**src/rtl/pipeline_hazard_ctrl.sv**
```systemverilog
// Stall/flush sequencer for the 5-stage RV32IM pipeline: resolves data-mem wait, MUL/DIV occupancy,
// branch redirect, load-use and fetch wait into per-register HOLD/FLUSH controls plus a stall counter.
module pipeline_hazard_ctrl #(
    parameter int MUL_CYCLES = 2,
    parameter int DIV_CYCLES = 33
) (
    input  logic        CLK,
    input  logic        RESET,
    input  logic [4:0]  ID_RS1_ADDR,
    input  logic [4:0]  ID_RS2_ADDR,
    input  logic        EX_MEM_READ,
    input  logic [4:0]  EX_REG_WRITE_ADDR,
    input  logic        EX_BRANCH_TAKEN,
    input  logic        EX_MULDIV_START,
    input  logic        EX_IS_DIV,
    input  logic        INST_MEM_BUSYWAIT,
    input  logic        DATA_MEM_BUSYWAIT,
    output logic        PC_HOLD,
    output logic        IF_ID_HOLD,
    output logic        ID_EX_HOLD,
    output logic        EX_MEM_HOLD,
    output logic        IF_ID_FLUSH,
    output logic        ID_EX_FLUSH,
    output logic        EX_MEM_FLUSH,
    output logic        MEM_WB_FLUSH,
    output logic        MULDIV_BUSY,
    output logic        MULDIV_DONE,
    output logic [31:0] STALL_CYCLES
);

    typedef enum logic [0:0] {
        ST_IDLE   = 1'b0,
        ST_MULDIV = 1'b1
    } state_t;

    localparam logic [5:0] MUL_LAT = 6'(MUL_CYCLES);
    localparam logic [5:0] DIV_LAT = 6'(DIV_CYCLES);

    state_t      state_q, state_d;
    logic [5:0]  cnt_q, cnt_d;
    logic [31:0] stall_cnt_q, stall_cnt_d;

    logic [5:0]  lat;
    logic        load_use;
    logic        m_stall;

    logic        pc_hold;
    logic        if_id_hold;
    logic        id_ex_hold;
    logic        ex_mem_hold;
    logic        if_id_flush;
    logic        id_ex_flush;
    logic        ex_mem_flush;
    logic        mem_wb_flush;
    logic        muldiv_busy;
    logic        muldiv_done;

    always_ff @(posedge CLK) begin
        if (RESET) begin
            state_q     <= ST_IDLE;
            cnt_q       <= 6'd0;
            stall_cnt_q <= 32'd0;
        end else begin
            state_q     <= state_d;
            cnt_q       <= cnt_d;
            stall_cnt_q <= stall_cnt_d;
        end
    end

    assign lat      = EX_IS_DIV ? DIV_LAT : MUL_LAT;
    assign load_use = EX_MEM_READ && (EX_REG_WRITE_ADDR != 5'd0) &&
                      ((EX_REG_WRITE_ADDR == ID_RS1_ADDR) || (EX_REG_WRITE_ADDR == ID_RS2_ADDR));

    always_comb begin
        state_d      = state_q;
        cnt_d        = cnt_q;
        m_stall      = 1'b0;
        pc_hold      = 1'b0;
        if_id_hold   = 1'b0;
        id_ex_hold   = 1'b0;
        ex_mem_hold  = 1'b0;
        if_id_flush  = 1'b0;
        id_ex_flush  = 1'b0;
        ex_mem_flush = 1'b0;
        mem_wb_flush = 1'b0;
        muldiv_busy  = 1'b0;
        muldiv_done  = 1'b0;

        if (!RESET) begin
            muldiv_busy = (state_q == ST_MULDIV);

            if (DATA_MEM_BUSYWAIT) begin
                // Whole front of the pipe freezes; the MEM result is not ready so WB gets a bubble.
                pc_hold      = 1'b1;
                if_id_hold   = 1'b1;
                id_ex_hold   = 1'b1;
                ex_mem_hold  = 1'b1;
                mem_wb_flush = 1'b1;
            end else begin
                case (state_q)
                    ST_IDLE: begin
                        if (EX_MULDIV_START) begin
                            if (lat > 6'd1) begin
                                m_stall = 1'b1;
                                state_d = ST_MULDIV;
                                cnt_d   = lat - 6'd2;
                            end else begin
                                muldiv_done = 1'b1;
                            end
                        end
                    end
                    ST_MULDIV: begin
                        if (cnt_q != 6'd0) begin
                            m_stall = 1'b1;
                            cnt_d   = cnt_q - 6'd1;
                        end else begin
                            muldiv_done = 1'b1;
                            state_d     = ST_IDLE;
                        end
                    end
                    default: begin
                        state_d = ST_IDLE;
                        cnt_d   = 6'd0;
                    end
                endcase

                if (m_stall) begin
                    pc_hold      = 1'b1;
                    if_id_hold   = 1'b1;
                    id_ex_hold   = 1'b1;
                    ex_mem_flush = 1'b1;
                end else begin
                    // A taken branch discards the wrong-path fetch, so the target must load even if
                    // fetch or a load-use would otherwise hold; load-use keeps IF/ID over a fetch bubble.
                    pc_hold     = (load_use || INST_MEM_BUSYWAIT) && !EX_BRANCH_TAKEN;
                    if_id_hold  = load_use && !EX_BRANCH_TAKEN;
                    if_id_flush = EX_BRANCH_TAKEN || (INST_MEM_BUSYWAIT && !load_use);
                    id_ex_flush = EX_BRANCH_TAKEN || load_use;
                end
            end
        end

        stall_cnt_d = stall_cnt_q + 32'(pc_hold);
    end

    assign PC_HOLD      = pc_hold;
    assign IF_ID_HOLD   = if_id_hold;
    assign ID_EX_HOLD   = id_ex_hold;
    assign EX_MEM_HOLD  = ex_mem_hold;
    assign IF_ID_FLUSH  = if_id_flush;
    assign ID_EX_FLUSH  = id_ex_flush;
    assign EX_MEM_FLUSH = ex_mem_flush;
    assign MEM_WB_FLUSH = mem_wb_flush;
    assign MULDIV_BUSY  = muldiv_busy;
    assign MULDIV_DONE  = muldiv_done;
    assign STALL_CYCLES = stall_cnt_q;

endmodule

```
**config.mk**
```make
export PLATFORM = sky130hd
export DESIGN_NAME = pipeline_hazard_ctrl
export DESIGN_NICKNAME = d
export VERILOG_FILES = /design/src/rtl/pipeline_hazard_ctrl.sv
export SDC_FILE = /design/constraint.sdc
export NUM_CORES = 1
export LEC_CHECK = 0
export ABC_CLOCK_PERIOD_IN_PS = 11370
export BUFFER_PORTS_ARGS = -buffer_cell sky130_fd_sc_hd__buf_2
export CAP_MARGIN = 0
export CORE_MARGIN = 1.5
export CORE_UTILIZATION = 40
export DETAILED_ROUTE_END_ITERATION = 8
export PLACE_DENSITY_LB_ADDON = 0.3
export SYNTH_ARGS = -nofsm -noshare
export SYNTH_HDL_FRONTEND = slang
export SYNTH_SLANG_ARGS = --single-unit
export TNS_END_PERCENT = 100
```
**constraint.sdc**
```tcl
create_clock -name CLK -period 11.37 [get_ports CLK]
set_clock_uncertainty 0.2 [all_clocks]
set_input_delay 2.8425 -clock CLK [delete_from_list [all_inputs] [get_ports CLK]]
set_output_delay 2.8425 -clock CLK [all_outputs]
set_load 0.05 [all_outputs]
```
### Word level (Yosys, flattened, before mapping)

Index checks and enable logic that the tools add are counted.

* order comparisons: 1
* equality and inequality tests: 5
* reductions and logical operators: 14
* multiplexer cells: 37
* add/sub/neg operators: 3
* bitwise logic cells: 2

Operator list (count)
* adder 32 x 1 -> 32 bit: 1
* 2-to-1 mux 1 bit: 30
* 2-to-1 mux 6 bit: 4
* one-hot mux 6 bit (2 select lines): 1
* == test 5 bit: 2
* greater-than comparator 6 x 1 -> 1 bit (second input constant): 1
* nonzero test 6 bit: 1
* subtractor 6 x 1 -> 6 bit (second input constant): 1
* subtractor 6 x 2 -> 6 bit (second input constant): 1
* logical AND 1 bit: 5
* nonzero test 5 bit: 1
* logical OR 1 bit: 4
* inequality test 2 bit (second input constant): 2
* one-hot mux 1 bit (2 select lines): 2
* AND reduction 4 bit: 1
* zero test 1 bit: 2
* inequality test 2 x 1 -> 1 bit (second input constant): 1
* inverter 1 bit: 2

* input bits: 23
* bits in registers: 39
* output and inout port bits: 42
* logic and storage cells: 65

### Depth between registers and ports, before layout

* depth after elaboration: 11
* depth in mapped cells: 14
* mapped depth without buffers: 12

### Worst setup path before layout

Ideal clock, no wire load.

* kind: input to output
* from: input port EX_MULDIV_START
* to: output port ID_EX_FLUSH
* stages: 4
* required time: 8.328 ns
* path buffers: 0
* path slack: 3.962 ns
* arrival time: 4.366 ns
* cells stage by stage: nor2_1 a21oi_1 or4_1 o2bb2ai_1

* cells in the longest elaborated chain, start to end: 7

RTL lines
* from (decl): line 14 `input logic EX_MULDIV_START,`
* 2-to-1 mux 1 bit: line 102 `if (EX_MULDIV_START) begin`
* one-hot mux 1 bit (2 select lines): line 100 `case (state_q)`
* 2-to-1 mux 1 bit: line 92 `if (DATA_MEM_BUSYWAIT) begin`
* 2-to-1 mux 1 bit: line 89 `if (!RESET) begin`
* 2-to-1 mux 1 bit: line 127 `if (m_stall) begin`
* 2-to-1 mux 1 bit: line 92
* 2-to-1 mux 1 bit: line 89
* to (decl): line 23 `output logic ID_EX_FLUSH,`

Every way passes these cells. The select of a mux whose other input is x is not followed.

### Worst setup path after layout

* from: input port EX_REG_WRITE_ADDR[1]
* to: output port PC_HOLD

* cells in the longest elaborated chain, start to end: 8
* elaborated cells on any way between the ends: 11
* those cells by class: eq/ne (2); mux (3); reduce/logical (6)

RTL lines
* from (decl): line 12 `input logic [4:0] EX_REG_WRITE_ADDR,`
* == test 5 bit / nonzero test 5 bit (equally long branches): line 72, 71
* logical OR 1 bit / logical AND 1 bit (equally long branches): line 72, 71
* logical AND 1 bit (*): line 71 `assign load_use = EX_MEM_READ && (EX_REG_WRITE_ADDR != 5'd0) &&`
* logical OR 1 bit (*): line 135 `pc_hold = (load_use || INST_MEM_BUSYWAIT) && !EX_BRANCH_TAKEN;`
* logical AND 1 bit (*): line 135
* 2-to-1 mux 1 bit (*): line 127
* 2-to-1 mux 1 bit (*): line 92
* 2-to-1 mux 1 bit (*): line 89
* to (decl): line 18 `output logic PC_HOLD,`

Every way passes the cells marked *; elsewhere a longest branch is shown, timed or not.

==> flow_summary.yaml <==
power:
  power-per-cell-area_nw_per_um2: 109
  static-leakage-power_nw: 1.01
  ir_worst_vdd_uv: 62.0
routing:
  wl_mm: 4.79
  routedWlPerCell_um: 12.4
  route.detailed.vias_per_inst: 5.47
  drc: 0
  num_vias: 2113
  firstDrtPassIters: 4
  detail-route-antenna-nets: 0
  drt_first_iter_violations: 113
sta:
  maxClockFrequency_mhz: 135
  worst_hold_slack_ns: 0.272
  period_minus_slack_ns: 7.38
  post-route-period-util_pct: 64.9
  max_slew_margin_pct: 38.3
  worstMarginPinSlew_ns: 0.926
  final.setup.worst_slack_ns: 3.99
  slew_limit_fails: 0
  unrepaired_setup_endpoints_after_global_routing: "no"
  timing_hold_violations_final: 0
  setup-violations-final: 0
  fin_tns_setup_ns: 0
finish:
  layout-area-overhead-vs-synth_pct: 19.9
  final_layout_size_suffix_gt1_share_pct: 24.1
  nNetsFinal: 342
  post-route-cell-area_sq_um: 2560
  insertedDiodeCount: 0
  layoutNonFillerInstCount: 386
yosys:
  mappedNetlistNets: 286
  synth-main-ff-cell: "sky130_fd_sc_hd__dfxtp_1"
  post_synth_instance_area_sq_um: 2130
  ys_warn_count: 0
  number_of_flops_mapped_to_enable_cells_by_yosys: 0
  async_reset_ff_share_pct: 0
  yosysUniqueCellTypes: 41
  avgSynthCellArea_sq_um: 8.24
  synth_seq_area_share_pct: 36.6
  ys_ff_latch: 39
  syn-instance-count: 259
floorplanning:
  chipHeight_um: 76.0
  die_area_sq_um: 5780
  fp.coreArea_sq_um: 5140
  io-pin-count: 65
  die_x_um: 76.0
  rows: 26
  floorplan.initialDensity_pct: 41.5
placed_design:
  post-dp-hpwl_mm: 3.45
  port_buffers: 64
  gp_weighted_congestion: 0.764
  dp.cells: 378
  worst_setup_slack_post_dpl_ns: 4.00
  place_area_sq_um: 2470
global_route:
  grt_first_pass_wirelength_mm: 8.14
  grt_usage_pct: 16.9
  number_of_global_route_vias_before_repair: 1874
  gr-max-usage-layer: "met2"
  antenna_found_initial: 0
  grt_max_degree: 53
  met1_layer_usage_reported_by_global_route_pct: 20.1
  globalRouteOverflowTotal: 0
  routing_usage_on_met3_pct: 5.27
  met2_grt_util_pct: 28.6
run_status:
  result_of_the_run: "finished clean"
clocking:
  number_of_buffers_inserted_to_repair_setup_after_cts: 0
  tritoncts_clock_tree: "yes"
  numClockSinks: 39
  clkLatencyLatePin_ns: 0.29
  cts.htree.levels: 2
  cts-buffers-inserted: 5
  post_cts_resize_count: 0
  hold_buffers: 0
  clk_pin_slew_worst_paths_ns: 0.07
  max-clock-path-buffers: 2
  cts_root_buf: "sky130_fd_sc_hd__clkbuf_8"
critical_path:
  worstPathRequired_ns: 8.33
  critPathCaptureType: "output port"
  crit_fanout: 3
  timing.critical_path.arrival_ns: 4.34
  startpoint_type: "input port"
  criticalPathCategory: "input port to output port"
hold_path:
  hp-class: "flop to flop"
run:
  maxCapViolations: 0
## layout make-up
| cell class | count | area (sq um) |
|---|---|---|
| fill | 546 | 2580 |
| multi-input combinational | 195 | 1250 |
| sequential | 39 | 781 |
| timing repair buffer | 64 | 320 |
| tap | 70 | 87.6 |
| clock buffer | 6 | 72.6 |
| inverter | 10 | 37.5 |
| clock inverter | 2 | 12.5 |
## cell families after synthesis
logic type,count (synthesis),synth area share [%]
flip-flops,39,36.6
multiplexers,5,2.46
AO/OA/AOI/OAI,55,16.2
adder cells (fa/ha/maj),4,2.35
XOR/XNOR,22,9.03
AND/OR/NAND/NOR,109,28.4
buffers and inverters,25,4.99
## critical path, cell delays in order
cell and delay (ns):
sky130_fd_sc_hd__buf_2 0.12, sky130_fd_sc_hd__or4_1 0.51, sky130_fd_sc_hd__o21ai_0 0.28, sky130_fd_sc_hd__or3_1 0.18, sky130_fd_sc_hd__o221ai_1 0.13, sky130_fd_sc_hd__buf_2 0.27
## cells in the final DEF, fill, tap and decap left out, types with 11 or more instances in the layout
cell	n
sky130_fd_sc_hd__a21oi_1	21
sky130_fd_sc_hd__o21ai_0	11
sky130_fd_sc_hd__nor2_1	25
sky130_fd_sc_hd__or4_1	14
sky130_fd_sc_hd__xor2_1	17
sky130_fd_sc_hd__nand3_1	14
sky130_fd_sc_hd__nand2_1	12
sky130_fd_sc_hd__o31ai_1	11
sky130_fd_sc_hd__buf_2	64
sky130_fd_sc_hd__dfxtp_1	39
## Yosys cell counts, drive strengths merged, types with 10 or more instances
master / instances / area, sq um
dfxtp: 39 / 781
nor2: 25 / 93.8
a21oi: 21 / 105
xor2: 17 / 149
nand3: 14 / 70.1
or4: 14 / 105
nand2: 12 / 45.0
clkbuf: 11 / 41.3
o21ai: 11 / 55.1
o31ai: 11 / 82.6
inv: 10 / 37.5
nand4: 10 / 62.6
## where the power goes
group          switching, mW  total, mW  internal, mW
Clock                 0.0488     0.0917        0.0429
Sequential           0.00292      0.142         0.140
Combinational         0.0292     0.0441        0.0149
## worst paths after layout
check / startpoint / to / slack [ns] / cells after the start
max reg2reg: cnt_q[0]$_SDFFE_PP0P_ / STALL_CYCLES[26]$_SDFF_PP0_ / 7.57 / 12
max: EX_REG_WRITE_ADDR[1] / PC_HOLD / 3.99 / 6
min: cnt_q[5]$_SDFFE_PP0P_ / cnt_q[5]$_SDFFE_PP0P_ / 0.27 / 2
min reg2reg: cnt_q[5]$_SDFFE_PP0P_ / cnt_q[5]$_SDFFE_PP0P_ / 0.27 / 2
## flip-flops by register name, summed over array words and instances, names as in the netlist
register      cells
STALL_CYCLES     32
cnt_q             6
state_q           1
## through the flow
stage	power, mW	utilization [%]
2_1_floorplan	0.178	-
3_3_place_gp	0.189	48.1
3_5_place_dp	0.190	48.1
4_1_cts	0.282	49.8
5_1_grt	0.292	49.8
6_report	0.278	49.8
## layer usage
| metal | up-vias | share of wire [%] |
|---|---|---|
| met5 | - | 0 |
| met4 | 0 | 1.3 |
| met3 | 6 | 5.0 |
| met2 | 46 | 48 |
| met1 | 994 | 46 |
| li1 | 1067 | - |
No activity file was read; power rests on OpenSTA's default activity.
